[config.mk]
export PLATFORM = sky130hd
export DESIGN_NAME = riscv_icu_sched
export DESIGN_NICKNAME = d
export VERILOG_FILES = /design/src/rtl/riscv_pkg.sv /design/src/rtl/riscv_icusched_wdog.sv /design/src/rtl/riscv_icu_sched.sv
export SDC_FILE = /design/constraint.sdc
export NUM_CORES = 1
export LEC_CHECK = 0
export CAP_MARGIN = 25
export CORE_AREA = 2 2 115 61
export CTS_CLUSTER_SIZE = 25
export DETAILED_ROUTE_END_ITERATION = 12
export DIE_AREA = 0 0 117 63
export DONT_BUFFER_PORTS = 1
export PLACE_DENSITY = 0.72
export SLEW_MARGIN = 40
export SYNTH_ARGS = -nofsm -noshare
export SYNTH_HDL_FRONTEND = slang
export SYNTH_SLANG_ARGS = --single-unit
[constraint.sdc]
create_clock -name i_riscv_icusched_clk -period 1.5 [get_ports i_riscv_icusched_clk]
set_input_delay 0.15 -clock i_riscv_icusched_clk [delete_from_list [all_inputs] [get_ports i_riscv_icusched_clk]]
set_output_delay 0.15 -clock i_riscv_icusched_clk [all_outputs]
set_load 0.005 [all_outputs]
[src/rtl/riscv_pkg.sv]
// Shared encodings for the execute-stage ICU sequencing controller.
// State and unit-select constants used by the scheduler and its watchdog.
package riscv_pkg;

    typedef enum logic [1:0] {
        IDLE = 2'd0,
        RUN  = 2'd1,
        DONE = 2'd2
    } state_t;

    localparam logic UNIT_MUL = 1'b0;
    localparam logic UNIT_DIV = 1'b1;

endpackage

[src/rtl/riscv_icusched_wdog.sv]
// Watchdog counter for ICU RUN cycles.
// Fires on the last permitted RUN cycle so DONE lands TIMEOUT cycles after start.
module riscv_icusched_wdog #(
    parameter int TIMEOUT = 70
) (
    input  logic clk,
    input  logic rst,
    input  logic clear,
    input  logic enable,
    output logic expired
);

    localparam int W = $clog2(TIMEOUT);
    localparam logic [W-1:0] LAST = W'(TIMEOUT - 2);

    logic [W-1:0] cnt;

    always_ff @(posedge clk) begin
        if (!rst) begin
            cnt <= '0;
        end else if (clear) begin
            cnt <= '0;
        end else if (enable && !expired) begin
            cnt <= cnt + W'(1);
        end
    end

    assign expired = enable & (cnt == LAST);

endmodule

[src/rtl/riscv_icu_sched.sv]
// Start/stall/capture sequencer for the multi-cycle MUL/DIV paths of the ICU.
// Holds the captured result across global stalls and aborts on trap flush.
module riscv_icu_sched
    import riscv_pkg::*;
#(
    parameter int XLEN    = 64,
    parameter int TIMEOUT = 70
) (
    input  logic            i_riscv_icusched_clk,
    input  logic            i_riscv_icusched_rst,
    input  logic            i_riscv_icusched_mul_en,
    input  logic            i_riscv_icusched_div_en,
    input  logic            i_riscv_icusched_globstall,
    input  logic            i_riscv_icusched_flush,
    input  logic            i_riscv_icusched_icu_valid,
    input  logic [XLEN-1:0] i_riscv_icusched_icu_result,
    output logic            o_riscv_icusched_start,
    output logic            o_riscv_icusched_unit,
    output logic            o_riscv_icusched_kill,
    output logic            o_riscv_icusched_stall,
    output logic            o_riscv_icusched_result_sel,
    output logic [XLEN-1:0] o_riscv_icusched_result,
    output logic            o_riscv_icusched_busy,
    output logic            o_riscv_icusched_timeout
);

    state_t            state_q, state_d, st;
    logic              unit_q, unit_d;
    logic [XLEN-1:0]   result_q, result_d;
    logic              timeout_q, timeout_d;
    logic              req, expired;
    logic              start, stall, kill;

    assign req = (i_riscv_icusched_mul_en | i_riscv_icusched_div_en)
               & ~i_riscv_icusched_flush;

    // Decode as IDLE while reset is held so no stale kill/busy leaks out.
    assign st = i_riscv_icusched_rst ? state_q : IDLE;

    riscv_icusched_wdog #(
        .TIMEOUT (TIMEOUT)
    ) u_wdog (
        .clk     (i_riscv_icusched_clk),
        .rst     (i_riscv_icusched_rst),
        .clear   ((st == IDLE) & req),
        .enable  (st == RUN),
        .expired (expired)
    );

    always_comb begin
        state_d   = state_q;
        unit_d    = unit_q;
        result_d  = result_q;
        timeout_d = timeout_q;
        start     = 1'b0;
        stall     = 1'b0;
        kill      = 1'b0;
        unique case (st)
            IDLE: begin
                start = req;
                stall = req;
                if (req) begin
                    state_d = RUN;
                    unit_d  = i_riscv_icusched_div_en ? UNIT_DIV : UNIT_MUL;
                end
            end
            RUN: begin
                stall = 1'b1;
                if (i_riscv_icusched_flush) begin
                    kill     = 1'b1;
                    state_d  = IDLE;
                    result_d = '0;
                end else if (i_riscv_icusched_icu_valid) begin
                    result_d = i_riscv_icusched_icu_result;
                    state_d  = DONE;
                end else if (expired) begin
                    timeout_d = 1'b1;
                    result_d  = '1;
                    state_d   = DONE;
                end
            end
            DONE: begin
                if (i_riscv_icusched_flush) begin
                    state_d  = IDLE;
                    result_d = '0;
                end else if (!i_riscv_icusched_globstall) begin
                    state_d = IDLE;
                end
            end
            default: state_d = IDLE;
        endcase
    end

    always_ff @(posedge i_riscv_icusched_clk) begin
        if (!i_riscv_icusched_rst) begin
            state_q   <= IDLE;
            unit_q    <= UNIT_MUL;
            result_q  <= '0;
            timeout_q <= 1'b0;
        end else begin
            state_q   <= state_d;
            unit_q    <= unit_d;
            result_q  <= result_d;
            timeout_q <= timeout_d;
        end
    end

    assign o_riscv_icusched_start      = start;
    assign o_riscv_icusched_stall      = stall;
    assign o_riscv_icusched_kill       = kill;
    assign o_riscv_icusched_unit       = unit_q;
    assign o_riscv_icusched_result     = result_q;
    assign o_riscv_icusched_timeout    = timeout_q;
    assign o_riscv_icusched_result_sel = (st == DONE);
    assign o_riscv_icusched_busy       = (st != IDLE);

endmodule

==> impl_metrics.py, run 1 <==
metrics = {
    "worst_setup_path": {
        "worst_path_largest_cell_delay_ps": 420,
        "cp_cell_sequence": "and4bb_4, a21oi_2, or3_4, clkbuf_16, o22ai_2",
        "cp_max_fo": 10,
        "worst_r2r_path_depth": 5,
        "cp-startpoint": "u_wdog.cnt[4]",
        "cp.depth": 5,
        "startpoint_type": "flop",
        "crit_required_ps": 1760,
        "cp-end-kind": "flop",
        "worstReg2RegStart": "u_wdog.cnt[4]",
        "path_class": "flop to flop",
        "cpMaxStageDelayCell": "or3_4",
        "crit_buf_inv": 1,
        "crit_family": "simple AND/OR/NAND/NOR gates",
        "arrival_ps": 1840,
    },
    "cts": {
        "ctsRootBufferMaster": "clkbuf_16",
        "cts_tree": "yes",
        "worstSkewPairLatency_ps": 330,
        "cts_sinks": 75,
        "cts_max_path_buffers": 2,
        "cts_buffers": 9,
        "clk_pin_slew_ps": 60,
        "htreeDepth": 3,
    },
    "outcome": {
        "status": "complete, but fails checks",
        "violations": "negative setup slack",
    },
    "global_routing": {
        "grt_pass1_vias": 2934,
        "antenna_found_initial": 0,
        "grt_max_degree": 67,
        "grt_use_total_pct": 25.8,
        "grt_pass1_wl_um": 14700,
        "grt-ovfl-total": 0,
    },
    "layout": {
        "nNetsFinal": 506,
        "instances_no_fill": 530,
        "diodes": 0,
        "multi_input_area_sq_um": 1830,
        "fill_cells": 423,
        "area_growth_pct": 39.5,
        "drive_gt1_share_pct": 26.7,
        "seqCellArea_sq_um": 1510,
    },
    "logic_synthesis": {
        "synth_fa_ha_area_share_pct": 0.730,
        "yosys.area_share.simple_pct": 24.4,
        "yosysTopAreaCell": "dfxtp_1",
        "synth_edf_count": 0,
        "synth_xor_area_share_pct": 1.28,
        "synth_compound_area_share_pct": 22.9,
        "synth_area_per_cell_sq_um": 9.55,
        "yosys_warnings": 0,
        "synth_top_family_by_area": "simple AND/OR/NAND/NOR gates",
        "synth-seq-cells": 75,
        "synthMuxAreaShare_pct": 0.584,
        "syn_inst": 359,
        "syn_area_sq_um": 3430,
        "yosysSeqAreaShare_pct": 43.8,
        "synth_commonest_cells": "75 x dfxtp_1, 71 x nand2_1, 64 x nor2b_1",
        "yosys-top-cells-area": "dfxtp_1 44%, o22ai_2 18%, nor2b_1 12%, nand2_1 7.8%, buf_6 3.9%",
        "yosysMostFrequentCell": "dfxtp_1",
        "synth_top_area_share_pct": 43.8,
        "synth_flop_cell": "dfxtp_1",
        "synthArstFlopShare_pct": 0,
        "syn_nets": 432,
        "yosysUniqueCellTypes": 30,
    },
    "sta": {
        "skew_ps": 4.87,
        "max_clock_freq_mhz": 633,
        "fin_crit_sh_pct": 105,
        "min_period_ps": 1580,
        "tightest_slew_ps": 385,
        "setup_ws_ps": -78.9,
        "rsz0062_at_grt": "true",
        "holdWs_ps": 5.48,
        "slew_viol_final": 0,
        "finalSetupViolCount": 65,
        "final_hold_viol_count": 0,
        "relSlewSlack_pct": 74.2,
    },
    "pwr": {
        "power.internal_mw": 3.77,
        "p_clk_share_pct": 46.8,
        "peakVddDrop_mv": 0.754,
        "p_switching_mw": 1.09,
        "p_comb_share_pct": 10.4,
        "power_density_nw_per_um2": 1020,
        "p_leak_nw": 1.86,
        "swShare_pct": 22.5,
        "sequentialPowerShare_pct": 42.8,
    },
    "route": {
        "drt_iter0_markers": 194,
        "vias": 2905,
        "ant_nets": 0,
        "drc": 0,
        "firstDrtPassIters": 4,
        "vias_per_cell": 5.48,
        "drt_wl_total_um": 9950,
        "wire_per_inst_um": 18.8,
    },
    "run": {
        "drv_cap": 0,
    },
    "min_path": {
        "min-delay-start": "i_riscv_icusched_rst",
        "hold_class": "primary input to flop",
        "min_path_cells": 2,
    },
    "place": {
        "dp_hpwl_um": 5230,
        "gp_congestion": 0.871,
        "placement.io_buffers": 0,
        "place_inst": 441,
    },
    "floorplan": {
        "core_sq_um": 6440,
        "rows": 21,
        "die_area_sq_um": 7370,
        "start_util_pct": 53.2,
        "die_w_um": 117,
        "io_pins": 142,
        "die_h_um": 63,
    },
}
-- power groups by stage --
stage | Clock [mW] | Combinational, mW | Sequential, mW
5_1_grt | 2.39 | 0.542 | 2.09
4_1_cts | 2.30 | 0.473 | 2.08
3_3_place_gp | 0 | 0.282 | 2.12
6_report | 2.27 | 0.506 | 2.08
3_5_place_dp | 0 | 0.290 | 2.13
2_1_floorplan | 0 | 0.289 | 2.11
-- registers in the layout, indices dropped and copies added, names as in the netlist --
| signal | count |
|---|---|
| o_riscv_icusched_result | 64 |
| u_wdog.cnt | 7 |
| state_q | 2 |
| o_riscv_icusched_timeout | 1 |
| o_riscv_icusched_unit | 1 |
-- cells by family after synthesis --
| kind of cell | count (synthesis) |
|---|---|
| compound gates | 76 |
| xor+xnor | 5 |
| fa+ha+maj | 2 |
| buf+inv | 33 |
| flops | 75 |
| mux | 2 |
| simple gates | 166 |
-- layer usage --
metal | wire [um] | vias to the layer above | GRT usage (%)
met4 | 140 | 0 | 7.21
li1 | - | 1369 | -
met3 | 997 | 15 | 9.89
met5 | 0 | - | 0
met1 | 4310 | 1389 | 31.3
met2 | 4510 | 132 | 42.7
-- final timing paths --
kind,endpoint,slack [ps]
hold reg to reg,o_riscv_icusched_timeout,480
setup / recovery,o_riscv_icusched_result[51],-80
hold / removal,o_riscv_icusched_result[62],5
setup reg to reg,o_riscv_icusched_result[51],-80
-- stage by stage --
step,setup TNS (ps),instance area [sq um],utilization [%],total power [mW],setup slack [ps]
3_3_place_gp,0,3550,55.1,2.41,4.35
5_1_grt,-6560,4780,74.3,5.02,-124
3_5_place_dp,-991,3550,55.1,2.42,-54.0
4_1_cts,-643,4630,71.9,4.86,-41.7
2_1_floorplan,0,3440,-,2.40,2.99
6_report,-2820,4780,74.3,4.86,-78.9
-- cell usage in the layout (no fill, tap or decap), types with 3 or more instances in the layout --
cell type,netlist,routed
buf_12,0,5
buf_4,0,13
nor2b_1,64,64
o22ai_2,49,61
nor2_1,14,14
dlygate4sd3_1,0,66
a21oi_1,5,3
o22ai_1,15,3
clkinvlp_4,0,4
clkbuf_16,0,13
dfxtp_1,75,72
nand2_1,71,70
dfxtp_2,0,3
xor2_1,3,3
nand4_1,3,3
-- worst reg2reg max path, cell delays in order (launching register included) --
cell	delay, ps
dfxtp_2	340
and4bb_4	370
a21oi_2	80
or3_4	420
clkbuf_16	210
o22ai_2	90
-- area by class of cell --
type                       count  share of cell area (%)
clock buffer                  10                    4.79
clock inverter                 6                    1.88
inverter                       4                   0.314
multi-input combinational    252                    38.3
sequential                    75                    31.5
tap                           92                    2.41
timing repair buffer          91                    20.8
-- what timing repair did --
action                                  in CTS  in global routing
hold buffers                                66                  1
cloned                                       0                  5
resized for setup                           19                  9
endpoints found under the setup margin      61                 73
setup buffers                                1                  0
endpoints found under the hold margin       63                  1
(Power assumes the default switching activity.)
==> run 2: changes to the inputs <==
--- a/config.mk
+++ b/config.mk
@@ -5,11 +5,13 @@
 export SDC_FILE = /design/constraint.sdc
 export NUM_CORES = 1
 export LEC_CHECK = 0
+export ABC_AREA = 1
 export CAP_MARGIN = 25
-export CORE_AREA = 2 2 115 61
+export CORE_AREA = 2 2 121 64
+export CTS_BUF_LIST = sky130_fd_sc_hd__clkbuf_4 sky130_fd_sc_hd__clkbuf_8
 export CTS_CLUSTER_SIZE = 25
 export DETAILED_ROUTE_END_ITERATION = 12
-export DIE_AREA = 0 0 117 63
+export DIE_AREA = 0 0 123 66
 export DONT_BUFFER_PORTS = 1
 export PLACE_DENSITY = 0.72
 export SLEW_MARGIN = 40
==> run 2 against run 1 <==
  * The run ends with negative hold slack left
  * Critical endpoint is now o_riscv_icusched_result[56]
  * Non-clock buffer count fell by 52
  * First-iteration DRC count rose by 44%
  * Sequential share of layout area rose by 1.1 points
  * Clock skew rose by 1.5 ps
  * Synthesized area rose by 11%
  * Synthesized cell count rose by 63%
  * Clock-buffer cell count did not move
==> impl_metrics.py, run 2 <==
metrics = {
    "cts": {
        "cts_max_path_buffers": 2,
        "ctsRootBufferMaster": "clkbuf_8",
        "cts_tree": "yes",
        "cts_buffers": 9,
        "worstSkewPairLatency_ps": 350,
        "cts_sinks": 75,
        "hold_buffers": 2,
        "clk_pin_slew_ps": 80,
        "htreeDepth": 3,
    },
    "pwr": {
        "p_clk_share_pct": 33.3,
        "swShare_pct": 29.5,
        "p_comb_share_pct": 20.7,
        "sequentialPowerShare_pct": 46.1,
        "power.internal_mw": 3.60,
        "peakVddDrop_mv": 0.519,
        "p_switching_mw": 1.51,
        "p_leak_nw": 2.08,
        "power_density_nw_per_um2": 1100,
    },
    "route": {
        "vias": 3777,
        "drc": 0,
        "firstDrtPassIters": 5,
        "wire_per_inst_um": 16.3,
        "vias_per_cell": 5.47,
        "ant_nets": 0,
        "drt_wl_total_um": 11200,
        "drt_iter0_markers": 279,
    },
    "sta": {
        "slew_viol_final": 0,
        "finalSetupViolCount": 0,
        "max_clock_freq_mhz": 669,
        "rsz0062_at_grt": "true",
        "tightest_slew_ps": 372,
        "holdWs_ps": -68.9,
        "fin_crit_sh_pct": 99.6,
        "skew_ps": 6.41,
        "final_hold_viol_count": 66,
        "setup_ws_ps": 5.26,
        "relSlewSlack_pct": 75.2,
        "min_period_ps": 1490,
    },
    "logic_synthesis": {
        "syn_nets": 658,
        "yosysMostFrequentCell": "nor2_1",
        "yosys_warnings": 0,
        "yosysSeqAreaShare_pct": 39.6,
        "synth_top_area_share_pct": 39.6,
        "yosys-top-cells-area": "dfxtp_1 40%, nor2_1 16%, nand2_1 12%, o211ai_1 8.1%, nand3_1 5.9%",
        "synth_area_per_cell_sq_um": 6.48,
        "yosysUniqueCellTypes": 23,
        "syn_area_sq_um": 3790,
        "synth-seq-cells": 75,
        "synth_commonest_cells": "166 x nor2_1, 123 x nand2_1, 75 x dfxtp_1",
        "synth_flop_cell": "dfxtp_1",
        "yosysTopAreaCell": "dfxtp_1",
        "syn_inst": 585,
        "synth_edf_count": 0,
        "synthArstFlopShare_pct": 0,
    },
    "place": {
        "dp_hpwl_um": 6950,
        "dpl_cell_area_sq_um": 3950,
        "gp_congestion": 0.857,
        "place_ws_ps": -0.687,
        "placement.io_buffers": 0,
    },
    "layout": {
        "area_growth_pct": 22.2,
        "drive_gt1_share_pct": 18.5,
        "final_common_cell": "nor2_1",
        "final_cell_mix": "140 x nor2_1, 113 x nand2_1, 71 x dfxtp_1, 44 x nand3_1, 41 x o211ai_1",
        "final_area_sq_um": 4630,
        "nNetsFinal": 663,
        "largest_reg_flops": 64,
        "diodes": 0,
    },
    "floorplan": {
        "start_util_pct": 53.4,
        "die_w_um": 123,
        "die_area_sq_um": 8120,
        "io_pins": 142,
        "rows": 22,
        "die_h_um": 66,
        "core_sq_um": 7100,
    },
    "worst_setup_path": {
        "path_class": "flop to flop",
        "startpoint_type": "flop",
        "cp-startpoint": "u_wdog.cnt[1]",
        "arrival_ps": 1780,
        "worst_r2r_path_depth": 11,
        "regToRegEndpoint": "o_riscv_icusched_result[56]",
        "crit_required_ps": 1780,
        "critPathCapture": "o_riscv_icusched_result[56]",
        "worstReg2RegStart": "u_wdog.cnt[1]",
        "cp_max_fo": 8,
        "cp-end-kind": "flop",
        "r2r_slack_ps": 5,
    },
    "outcome": {
        "status": "complete, but fails checks",
        "violations": "negative hold slack",
    },
    "global_routing": {
        "grt-ovfl-total": 0,
        "grt_max_degree": 74,
        "grt_use_total_pct": 26.6,
        "grt_pass1_vias": 3434,
        "antenna_found_initial": 0,
        "grt_pass1_wl_um": 16800,
    },
    "min_path": {
        "hold_class": "primary input to flop",
        "min-delay-start": "i_riscv_icusched_rst",
    },
    "run": {
        "drv_cap": 0,
    },
}
==> run 2: cell type report <==
type                       instances  area (sq um)
multi-input combinational        421          2100
fill                             634          2470
clock inverter                     5          77.6
timing repair buffer              39           509
clock buffer                      10           138
sequential                        75          1510
inverter                          44           183
tap                               96           120
==> run 2: power by group through the flow <==
stage / clock [mW] / sequential (mW) / combinational, mW
after detailed placement: 0 / 2.38 / 0.814
after global routing: 1.82 / 2.38 / 1.18
final: 1.70 / 2.35 / 1.06
after global placement: 0 / 2.38 / 0.780
after floorplan: 0 / 2.33 / 0.676
after CTS: 1.75 / 2.34 / 0.879
==> run 2: critical path, stage by stage (launching register included) <==
cell	delay (ps)
dfxtp_2	330
inv_2	60
ha_4	130
inv_2	30
nor2_2	110
nand3_2	100
nand2_4	150
nand2_8	100
clkinv_8	110
buf_16	160
nor2_4	40
nor2_2	90
==> run 2: what timing repair did <==
item,CTS,global route
pin swaps,4,14
gates cloned,2,4
endpoints found under the setup margin,27,75
resized for setup,16,69
setup buffers,2,1
hold endpoints to repair,68,67
==> run 2: cell families after synthesis <==
kind of cell | Yosys count | synth area share (%)
and+or+nand+nor | 341 | 36.3
buffers and inverters | 89 | 10.1
AOI/OAI and AO/OA | 75 | 12.7
DFF | 75 | 39.6
xor gates and xnor gates | 3 | 0.693
adders and majority gates | 2 | 0.660
==> run 2: how the worst min path moves through the flow <==
stage | to | slack, ps | cells past startpoint
after global placement | o_riscv_icusched_timeout | 270 | 2
after CTS | o_riscv_icusched_result[11] | -110 | 2
after floorplan | o_riscv_icusched_unit | 280 | 2
after detailed placement | o_riscv_icusched_result[11] | 280 | 2
final | o_riscv_icusched_result[54] | -70 | 2
after global routing | o_riscv_icusched_result[61] | -100 | 2
==> run 2: per-layer routing <==
layer,wire [um],track usage [%],vias to the layer above
met4,123,8.81,0
met1,4760,32.9,1741
met5,0,0,-
met2,5050,42.1,154
li1,-,-,1869
met3,1290,11.1,13
==> run 2: through the flow <==
step                      setup TNS (ps)  utilization (%)  hold slack [ps]  power [mW]  cells
after detailed placement          -0.687             55.7              282        3.20    664
after global routing               -3410             65.3            -96.3        5.38    690
final                                  0             65.3            -68.9        5.11    690
after floorplan                        0                -              285        3.01    585
after CTS                          -22.2             60.6             -106        4.97    685
after global placement                 0             55.7              274        3.16    664
